`src/rtl/saber_ignition_ctrl_pkg.sv`:
```
// Shared types and constants for the lightsaber ignition sequencer.
package saber_ignition_ctrl_pkg;
   localparam int   LEN_W        = 8;
   localparam logic PWR_RECHARGE = 1'b0;
   localparam logic PWR_DRAIN    = 1'b1;

   typedef enum logic [2:0] {
      OFF     = 3'd0,
      IGNITE  = 3'd1,
      ON      = 3'd2,
      RETRACT = 3'd3,
      LOCKOUT = 3'd4
   } state_t;
endpackage

```
`src/rtl/saber_ignition_ctrl_if.sv`:
```
// User/power inputs and blade control outputs of the ignition sequencer.
interface saber_ignition_ctrl_if;
   logic       btn;
   logic [1:0] tgt_in;
   logic [5:0] tgt_dec;
   logic       power_warn;
   logic [7:0] power_level;
   logic       saber_on;
   logic [1:0] len_in;
   logic [5:0] len_dec;
   logic       power_mode;
   logic       busy;
   logic       locked;

   modport master (
      output btn, tgt_in, tgt_dec, power_warn, power_level,
      input  saber_on, len_in, len_dec, power_mode, busy, locked
   );

   modport slave (
      input  btn, tgt_in, tgt_dec, power_warn, power_level,
      output saber_on, len_in, len_dec, power_mode, busy, locked
   );
endinterface

```
`src/rtl/saber_ramp_tick.sv`:
```
// Ramp prescaler: counts 0..RAMP_DIV-1 while enabled, pulses tick on the last count.
module saber_ramp_tick #(
   parameter int RAMP_DIV = 4
) (
   input  logic clk,
   input  logic rst,
   input  logic en,
   input  logic clr,
   output logic tick
);
   localparam int            CW   = (RAMP_DIV > 1) ? $clog2(RAMP_DIV) : 1;
   localparam logic [CW-1:0] LAST = CW'(RAMP_DIV - 1);

   logic [CW-1:0] cnt;

   assign tick = en && (cnt == LAST);

   always_ff @(posedge clk or posedge rst) begin
      if (rst)
         cnt <= '0;
      else if (clr)
         cnt <= '0;
      else if (en)
         cnt <= tick ? '0 : cnt + 1'b1;
   end
endmodule

```
`src/rtl/saber_ignition_ctrl.sv`:
```
// Ignite/retract sequencer: ramps blade length, drives enable and power mode,
// and forces retract plus lockout on a power warning.
module saber_ignition_ctrl
   import saber_ignition_ctrl_pkg::*;
#(
   parameter int RAMP_DIV    = 4,
   parameter int STEP        = 8,
   parameter int RESTART_LVL = 64
) (
   input logic                 clk,
   input logic                 rst,
   saber_ignition_ctrl_if.slave bus
);
   state_t           state, state_nxt;
   logic [LEN_W-1:0] len, len_nxt, tgt, up_len, dn_len;
   logic [LEN_W:0]   sum;
   logic             warn_flag, warn_flag_nxt;
   logic             tick, ramping, active_nxt;

   assign tgt     = {bus.tgt_in, bus.tgt_dec};
   assign ramping = (state == IGNITE) || (state == RETRACT);

   // 9-bit sum so a step near full scale clamps to target instead of wrapping
   assign sum    = {1'b0, len} + (LEN_W+1)'(STEP);
   assign up_len = (sum > {1'b0, tgt}) ? tgt : sum[LEN_W-1:0];
   assign dn_len = ({1'b0, len} > (LEN_W+1)'(STEP)) ? len - LEN_W'(STEP) : '0;

   saber_ramp_tick #(.RAMP_DIV(RAMP_DIV)) u_tick (
      .clk  (clk),
      .rst  (rst),
      .en   (ramping),
      .clr  (state_nxt != state),
      .tick (tick)
   );

   always_comb begin
      state_nxt     = state;
      len_nxt       = len;
      warn_flag_nxt = warn_flag;
      case (state)
         OFF: begin
            len_nxt = '0;
            if (bus.btn)
               state_nxt = bus.power_warn ? LOCKOUT : IGNITE;
         end
         IGNITE: begin
            if (bus.power_warn) begin
               state_nxt     = RETRACT;
               warn_flag_nxt = 1'b1;
            end else if (!bus.btn) begin
               state_nxt = RETRACT;
            end else if (tick) begin
               len_nxt = up_len;
               if (up_len == tgt)
                  state_nxt = ON;
            end
         end
         ON: begin
            len_nxt = tgt;
            if (bus.power_warn) begin
               state_nxt     = RETRACT;
               warn_flag_nxt = 1'b1;
            end else if (!bus.btn) begin
               state_nxt = RETRACT;
            end
         end
         RETRACT: begin
            if (bus.btn && !warn_flag) begin
               state_nxt = IGNITE;
            end else if (tick) begin
               len_nxt = dn_len;
               if (dn_len == '0)
                  state_nxt = warn_flag ? LOCKOUT : OFF;
            end
         end
         LOCKOUT: begin
            len_nxt = '0;
            if (bus.power_level >= 8'(RESTART_LVL) && !bus.power_warn && !bus.btn)
               state_nxt = OFF;
         end
         default: begin
            state_nxt = OFF;
            len_nxt   = '0;
         end
      endcase
      if (state_nxt == OFF)
         warn_flag_nxt = 1'b0;
   end

   assign active_nxt = (state_nxt == IGNITE) || (state_nxt == ON) || (state_nxt == RETRACT);

   // Status outputs are registered from the next state so they align with state
   always_ff @(posedge clk or posedge rst) begin
      if (rst) begin
         state          <= OFF;
         len            <= '0;
         warn_flag      <= 1'b0;
         bus.saber_on   <= 1'b0;
         bus.power_mode <= PWR_RECHARGE;
         bus.busy       <= 1'b0;
         bus.locked     <= 1'b0;
      end else begin
         state          <= state_nxt;
         len            <= len_nxt;
         warn_flag      <= warn_flag_nxt;
         bus.saber_on   <= active_nxt;
         bus.power_mode <= active_nxt ? PWR_DRAIN : PWR_RECHARGE;
         bus.busy       <= (state_nxt == IGNITE) || (state_nxt == RETRACT);
         bus.locked     <= (state_nxt == LOCKOUT);
      end
   end

   assign {bus.len_in, bus.len_dec} = len;
endmodule

```
`src/flat_wrapper.sv`:
```
// flat-port wrapper written by rule: the top's interface ports become plain ports
module saber_ignition_ctrl_flat import saber_ignition_ctrl_pkg::*;
#(
   parameter int RAMP_DIV    = 4,
   parameter int STEP        = 8,
   parameter int RESTART_LVL = 64
)
  (clk, rst, bus_btn, bus_tgt_in, bus_tgt_dec, bus_power_warn, bus_power_level, bus_saber_on, bus_len_in, bus_len_dec, bus_power_mode, bus_busy, bus_locked);
  saber_ignition_ctrl_if bus_i ();
  input logic clk;
  input logic rst;
  input wire logic [$bits(bus_i.btn)-1:0] bus_btn;
  input wire logic [$bits(bus_i.tgt_in)-1:0] bus_tgt_in;
  input wire logic [$bits(bus_i.tgt_dec)-1:0] bus_tgt_dec;
  input wire logic [$bits(bus_i.power_warn)-1:0] bus_power_warn;
  input wire logic [$bits(bus_i.power_level)-1:0] bus_power_level;
  output wire logic [$bits(bus_i.saber_on)-1:0] bus_saber_on;
  output wire logic [$bits(bus_i.len_in)-1:0] bus_len_in;
  output wire logic [$bits(bus_i.len_dec)-1:0] bus_len_dec;
  output wire logic [$bits(bus_i.power_mode)-1:0] bus_power_mode;
  output wire logic [$bits(bus_i.busy)-1:0] bus_busy;
  output wire logic [$bits(bus_i.locked)-1:0] bus_locked;
  assign bus_i.btn = bus_btn;
  assign bus_i.tgt_in = bus_tgt_in;
  assign bus_i.tgt_dec = bus_tgt_dec;
  assign bus_i.power_warn = bus_power_warn;
  assign bus_i.power_level = bus_power_level;
  assign bus_saber_on = bus_i.saber_on;
  assign bus_len_in = bus_i.len_in;
  assign bus_len_dec = bus_i.len_dec;
  assign bus_power_mode = bus_i.power_mode;
  assign bus_busy = bus_i.busy;
  assign bus_locked = bus_i.locked;
  saber_ignition_ctrl #(.RAMP_DIV(RAMP_DIV), .STEP(STEP), .RESTART_LVL(RESTART_LVL)) u_core (.clk(clk), .rst(rst), .bus(bus_i));
endmodule
```
`config.mk`:
```
export PLATFORM = sky130hd
export DESIGN_NAME = saber_ignition_ctrl_flat
export DESIGN_NICKNAME = d
export VERILOG_FILES = /design/src/rtl/saber_ignition_ctrl_pkg.sv /design/src/rtl/saber_ignition_ctrl_if.sv /design/src/rtl/saber_ramp_tick.sv /design/src/rtl/saber_ignition_ctrl.sv /design/src/flat_wrapper.sv
export SDC_FILE = /design/constraint.sdc
export NUM_CORES = 1
export LEC_CHECK = 0
export ABC_AREA = 1
export BUFFER_PORTS_ARGS = -buffer_cell sky130_fd_sc_hd__buf_2
export CELL_PAD_IN_SITES_DETAIL_PLACEMENT = 1
export CELL_PAD_IN_SITES_GLOBAL_PLACEMENT = 2
export CORE_ASPECT_RATIO = 2
export CORE_MARGIN = 2
export CORE_UTILIZATION = 30
export CTS_CLUSTER_DIAMETER = 80
export DETAILED_ROUTE_END_ITERATION = 10
export PLACE_DENSITY_LB_ADDON = 0.1
export SETUP_SLACK_MARGIN = 0.1
export SLEW_MARGIN = 40
export SYNTH_ARGS = -nofsm -noshare
export SYNTH_HDL_FRONTEND = slang
export SYNTH_HIERARCHICAL = 1
export SYNTH_SLANG_ARGS = --single-unit
```
`constraint.sdc`:
```
create_clock -name clk -period 3.5 [get_ports clk]
set_clock_uncertainty 0.1 [all_clocks]
set_input_delay 0.35 -clock clk [delete_from_list [all_inputs] [get_ports clk]]
set_output_delay 0.35 -clock clk [all_outputs]
set_load 0.05 [all_outputs]
```
==> results.txt <==
----------------------------------------------------
[Detailed routing]
  Vias after detailed routing ... 1,889
  DR DRC count ... 0
  Number of nets still failing antenna checks after routing ... 0
  Via density ... 5.02
  Initial DRC count ... 44
  Detailed Routing Iterations Pass 1 ... 4
  Total length of routed wires ... 5.65 mm
  Routed length per placed instance ... 15.0 um

[Floorplanning]
  Die Ht ... 113 um
  Area enclosed by the die boundary ... 6590 um^2
  Core Area ... 5710 um^2
  Starting utilization of the core area ... 31.1%
  I/O pins ... 32
  FP Rows ... 39
  Die Width ... 58.4 um

[Synthesis]
  Count of state elements after synthesis ... 17
  Sequential share of the synthesized area ... 24.0%
  Top_reg_cell synth ... sky130_fd_sc_hd__dfrtp_1
  Warning count from the yosys run ... 6
  Area of the mapped netlist ... 1780 um^2
  Syn avg cell area ... 6.41 um^2
  Post-synthesis cell count ... 277
  Post-synth net total ... 308
  Post-synth EDFFs ... 0
  Synth unique cells ... 34
  Asr flop ratio synth ... 100%

[Final layout]
  Fill cell count ... 782
  Signed area change from the synthesized netlist to the final layout ... 22.6%
  Layout cell share with drive strength beyond 1 ... 24.1%
  Leading cell type in the layout, fill and taps excluded ... sky130_fd_sc_hd__nand2_1
  Final net count ... 347
  Commonest cells after routing, fill and taps aside ... sky130_fd_sc_hd__nand2_1 (65), sky130_fd_sc_hd__inv_1 (42), sky130_fd_sc_hd__nor2_1 (31)
  Footprint of the multi-input gates ... 1150 um^2
  Antenna cells ... 0
  Share of the core filled with cells in the final layout ... 38.1%
  Footprint of the flip-flops and latches ... 428 um^2

[Worst setup path]
  Element type at the critical path start ... register
  Largest incremental delay on the critical path ... 0.40 ns
  Top delay family on crit path ... simple AND/OR/NAND/NOR gates
  Arrival time at the worst endpoint ... 3.17 ns
  Cell type with the highest occurrence count on the critical path ... sky130_fd_sc_hd__nand2_2
  Critical path fanouts, max ... 8
  Data required time of the critical path ... 3.54 ns
  Crit path cell chain ... ha_2 > nand3_2 > xor2_2 > inv_1 > ha_1 > and3_1 > nand2_1 > nand2_1 > nand2_2 > buf_12 > nand3_1 > nand2_1 > nor2_2 > nand2_2 > o21bai_2 > nand2_2 > nand2_2 > nand3_1 > nand3_1 > inv_1 > o21ai_0 > nor2_1
  WP buf/inv ... 3
  Category of the most critical setup path ... register to register
  Slowest library cell on the worst path ... sky130_fd_sc_hd__dfrtp_2
  Type of destination of the critical path ... register

[Power]
  Comb pwr share ... 72.0%
  Worst vdd ir ... 0.000463 V
  Total power divided by cell area ... 983 nW/um^2
  Sw power ... 0.00118 W
  Internal power ... 0.000964 W
  Leakage power total ... 1.17 nW
  Sw Ratio ... 54.9%
  Clock share of power ... 10.8%
  Sequential share of power ... 17.3%

[Clocking]
  Root Driver ... sky130_fd_sc_hd__clkbuf_16
  Reg clk slew, reported paths ... 0.05 ns
  Clock Latency Late Sink ... 0.25 ns
  Number of sinks driven by the clock tree ... 17
  TritonCTS clock tree ... built
  Level count of the clock H-tree ... 1
  Largest buffer count on any clock path ... 2
  Cts bufs inserted ... 3

[STA]
  Fmax ... 320 MHz
  Endpoints failing setup ... 0
  Period minus WS final ... 3.13 ns
  Aggregate negative setup slack ... 0 ns
  Number of pins exceeding their max-slew limit in the final report ... 0
  Slew at the pin with the worst max-slew slack ... 0.619 ns
  Share of the cycle needed by the critical path after routing ... 89.3%
  Unrepaired setup endpoints after global routing ... no
  Final-report hold violation count ... 0
  Worst rel slew slack ... 58.7%

[Place]
  Placed wire-length estimate ... 4.80 mm
  Weighted congestion reported at the end of routability-driven placement ... 0.818
  Quantity of I/O buffers inserted on ports ... 25

[Global route]
  Global router's overall resource usage ... 18.8%
  Vias in the first global route ... 1,963
  Overflow after GRT ... 0
  Global-route wire length before repair ... 9.47 mm
  Largest net degree at the start of global routing ... 24
  Number of antenna violations at the first check in global routing ... 0

[Status]
  Result of the run ... complete, no violations

[Worst hold path]
  Worst min-delay path category ... primary input to register

[Job]
  Max Cap Viol ... 0

----------------------------------------------------
[sequential cells by signal, indices dropped and copies added, names as in the netlist]
register and cells:
u_core/warn_flag 1, u_core/bus.locked 1, u_core/bus.busy 1, u_core/bus.power_mode 1, u_core/len 8, u_core/u_tick/cnt 2, u_core/state 3
[cell type report]
class                      count  area share [%]
sequential                    17            19.7
inverter                      49            8.45
tap                           61            3.51
clock buffer                   4            3.62
timing repair buffer          39            11.8
multi-input combinational    206            52.9
[cells in the mapped netlist (3+ instances only)]
cell | number | area (um^2)
sky130_fd_sc_hd__nand2_1 | 65 | 244
sky130_fd_sc_hd__inv_1 | 42 | 158
sky130_fd_sc_hd__nor2_1 | 31 | 116
sky130_fd_sc_hd__o21ai_1 | 19 | 95.1
sky130_fd_sc_hd__nand3_1 | 18 | 90.1
sky130_fd_sc_hd__dfrtp_1 | 17 | 425
sky130_fd_sc_hd__ha_1 | 11 | 138
sky130_fd_sc_hd__o21ai_0 | 9 | 45.0
sky130_fd_sc_hd__inv_2 | 6 | 22.5
sky130_fd_sc_hd__o22ai_1 | 6 | 37.5
sky130_fd_sc_hd__nand2_2 | 5 | 31.3
sky130_fd_sc_hd__nand3_2 | 5 | 50.1
sky130_fd_sc_hd__nor2_2 | 5 | 31.3
sky130_fd_sc_hd__xor2_1 | 5 | 43.8
sky130_fd_sc_hd__a21oi_2 | 4 | 35.0
sky130_fd_sc_hd__a21oi_1 | 3 | 15.0
sky130_fd_sc_hd__nand3b_1 | 3 | 22.5
[metal layers]
metal / vias up / part of all wire [%] / GRT usage (%)
met5: - / 0 / 0
met4: 0 / 2.1 / 7.44
met3: 8 / 1.5 / 0.914
met2: 22 / 60 / 37.5
met1: 893 / 37 / 19.0
li1: 966 / - / -
[power groups by stage]
stage / clock, W / combinational, W / sequential, W
floorplan: 0 / 0.000944 / 0.000508
global placement: 0 / 0.00153 / 0.000373
detailed placement: 0 / 0.00154 / 0.000373
CTS: 0.000239 / 0.00155 / 0.000370
global route: 0.000248 / 0.00173 / 0.000381
finish: 0.000230 / 0.00154 / 0.000369
[final timing paths]
path | slack (ns) | cells past startpoint | endpoint | from
worst min register to register | 0.46 | 2 | u_core/u_tick/cnt[1] | u_core/u_tick/cnt[1]
min in group asynchronous | 0.40 | 3 | u_core/u_tick/cnt[1] | rst
max in group asynchronous | 2.22 | 3 | u_core/len[3] | rst
worst max register to register | 0.37 | 22 | u_core/u_tick/cnt[1] | u_core/len[3]
worst min-delay path | 0.34 | 4 | u_core/warn_flag | bus_power_warn
worst max-delay path | 0.37 | 22 | u_core/u_tick/cnt[1] | u_core/len[3]
[worst reg2reg max path: stages, from the launching register on]
cell                       delay [ns]
sky130_fd_sc_hd__dfrtp_2         0.40
sky130_fd_sc_hd__ha_2            0.21
sky130_fd_sc_hd__nand3_2         0.10
sky130_fd_sc_hd__xor2_2          0.21
sky130_fd_sc_hd__inv_1           0.09
sky130_fd_sc_hd__ha_1            0.30
sky130_fd_sc_hd__and3_1          0.18
sky130_fd_sc_hd__nand2_1         0.06
sky130_fd_sc_hd__nand2_1         0.06
sky130_fd_sc_hd__nand2_2         0.09
sky130_fd_sc_hd__buf_12          0.15
sky130_fd_sc_hd__nand3_1         0.09
sky130_fd_sc_hd__nand2_1         0.09
sky130_fd_sc_hd__nor2_2          0.13
sky130_fd_sc_hd__nand2_2         0.08
sky130_fd_sc_hd__o21bai_2        0.15
sky130_fd_sc_hd__nand2_2         0.07
sky130_fd_sc_hd__nand2_2         0.06
sky130_fd_sc_hd__nand3_1         0.10
sky130_fd_sc_hd__nand3_1         0.12
sky130_fd_sc_hd__inv_1           0.06
sky130_fd_sc_hd__o21ai_0         0.07
sky130_fd_sc_hd__nor2_1          0.06
[timing repair]
| item | 4_1_cts | 5_1_grt |
|---|---|---|
| hold buffers | 1 | 0 |
| endpoints found under the setup margin | 0 | 5 |
| resized for setup | 0 | 6 |
| buffers inserted | 0 | 3 |
| endpoints found under the hold margin | 2 | 0 |
[kinds of logic (layout without fill, tap and decap cells)]
kind of cell             count (synthesis)  after routing  synth area share [%]
flip-flops                              17             17                  24.0
buffers and inverters                   54             92                  12.5
XOR/XNOR                                 5              5                  2.47
adder cells (fa/ha/maj)                 11             11                  7.75
AO/OA/AOI/OAI                           51             51                  17.8
AND/OR/NAND/NOR                        139            139                  35.5
[through the flow]
step	setup WS, ns	hold WS, ns	std cells	total power [W]	area [um^2]
after floorplan	0.257	-0.00882	277	0.00145	1780
after global placement	0.215	0.109	368	0.00190	2040
after detailed placement	0.204	0.112	368	0.00191	2040
after CTS	0.185	0.343	373	0.00216	2130
after global routing	0.105	0.373	376	0.00236	2180
final	0.374	0.344	376	0.00214	2180
No activity file was read; power rests on OpenSTA's default activity.
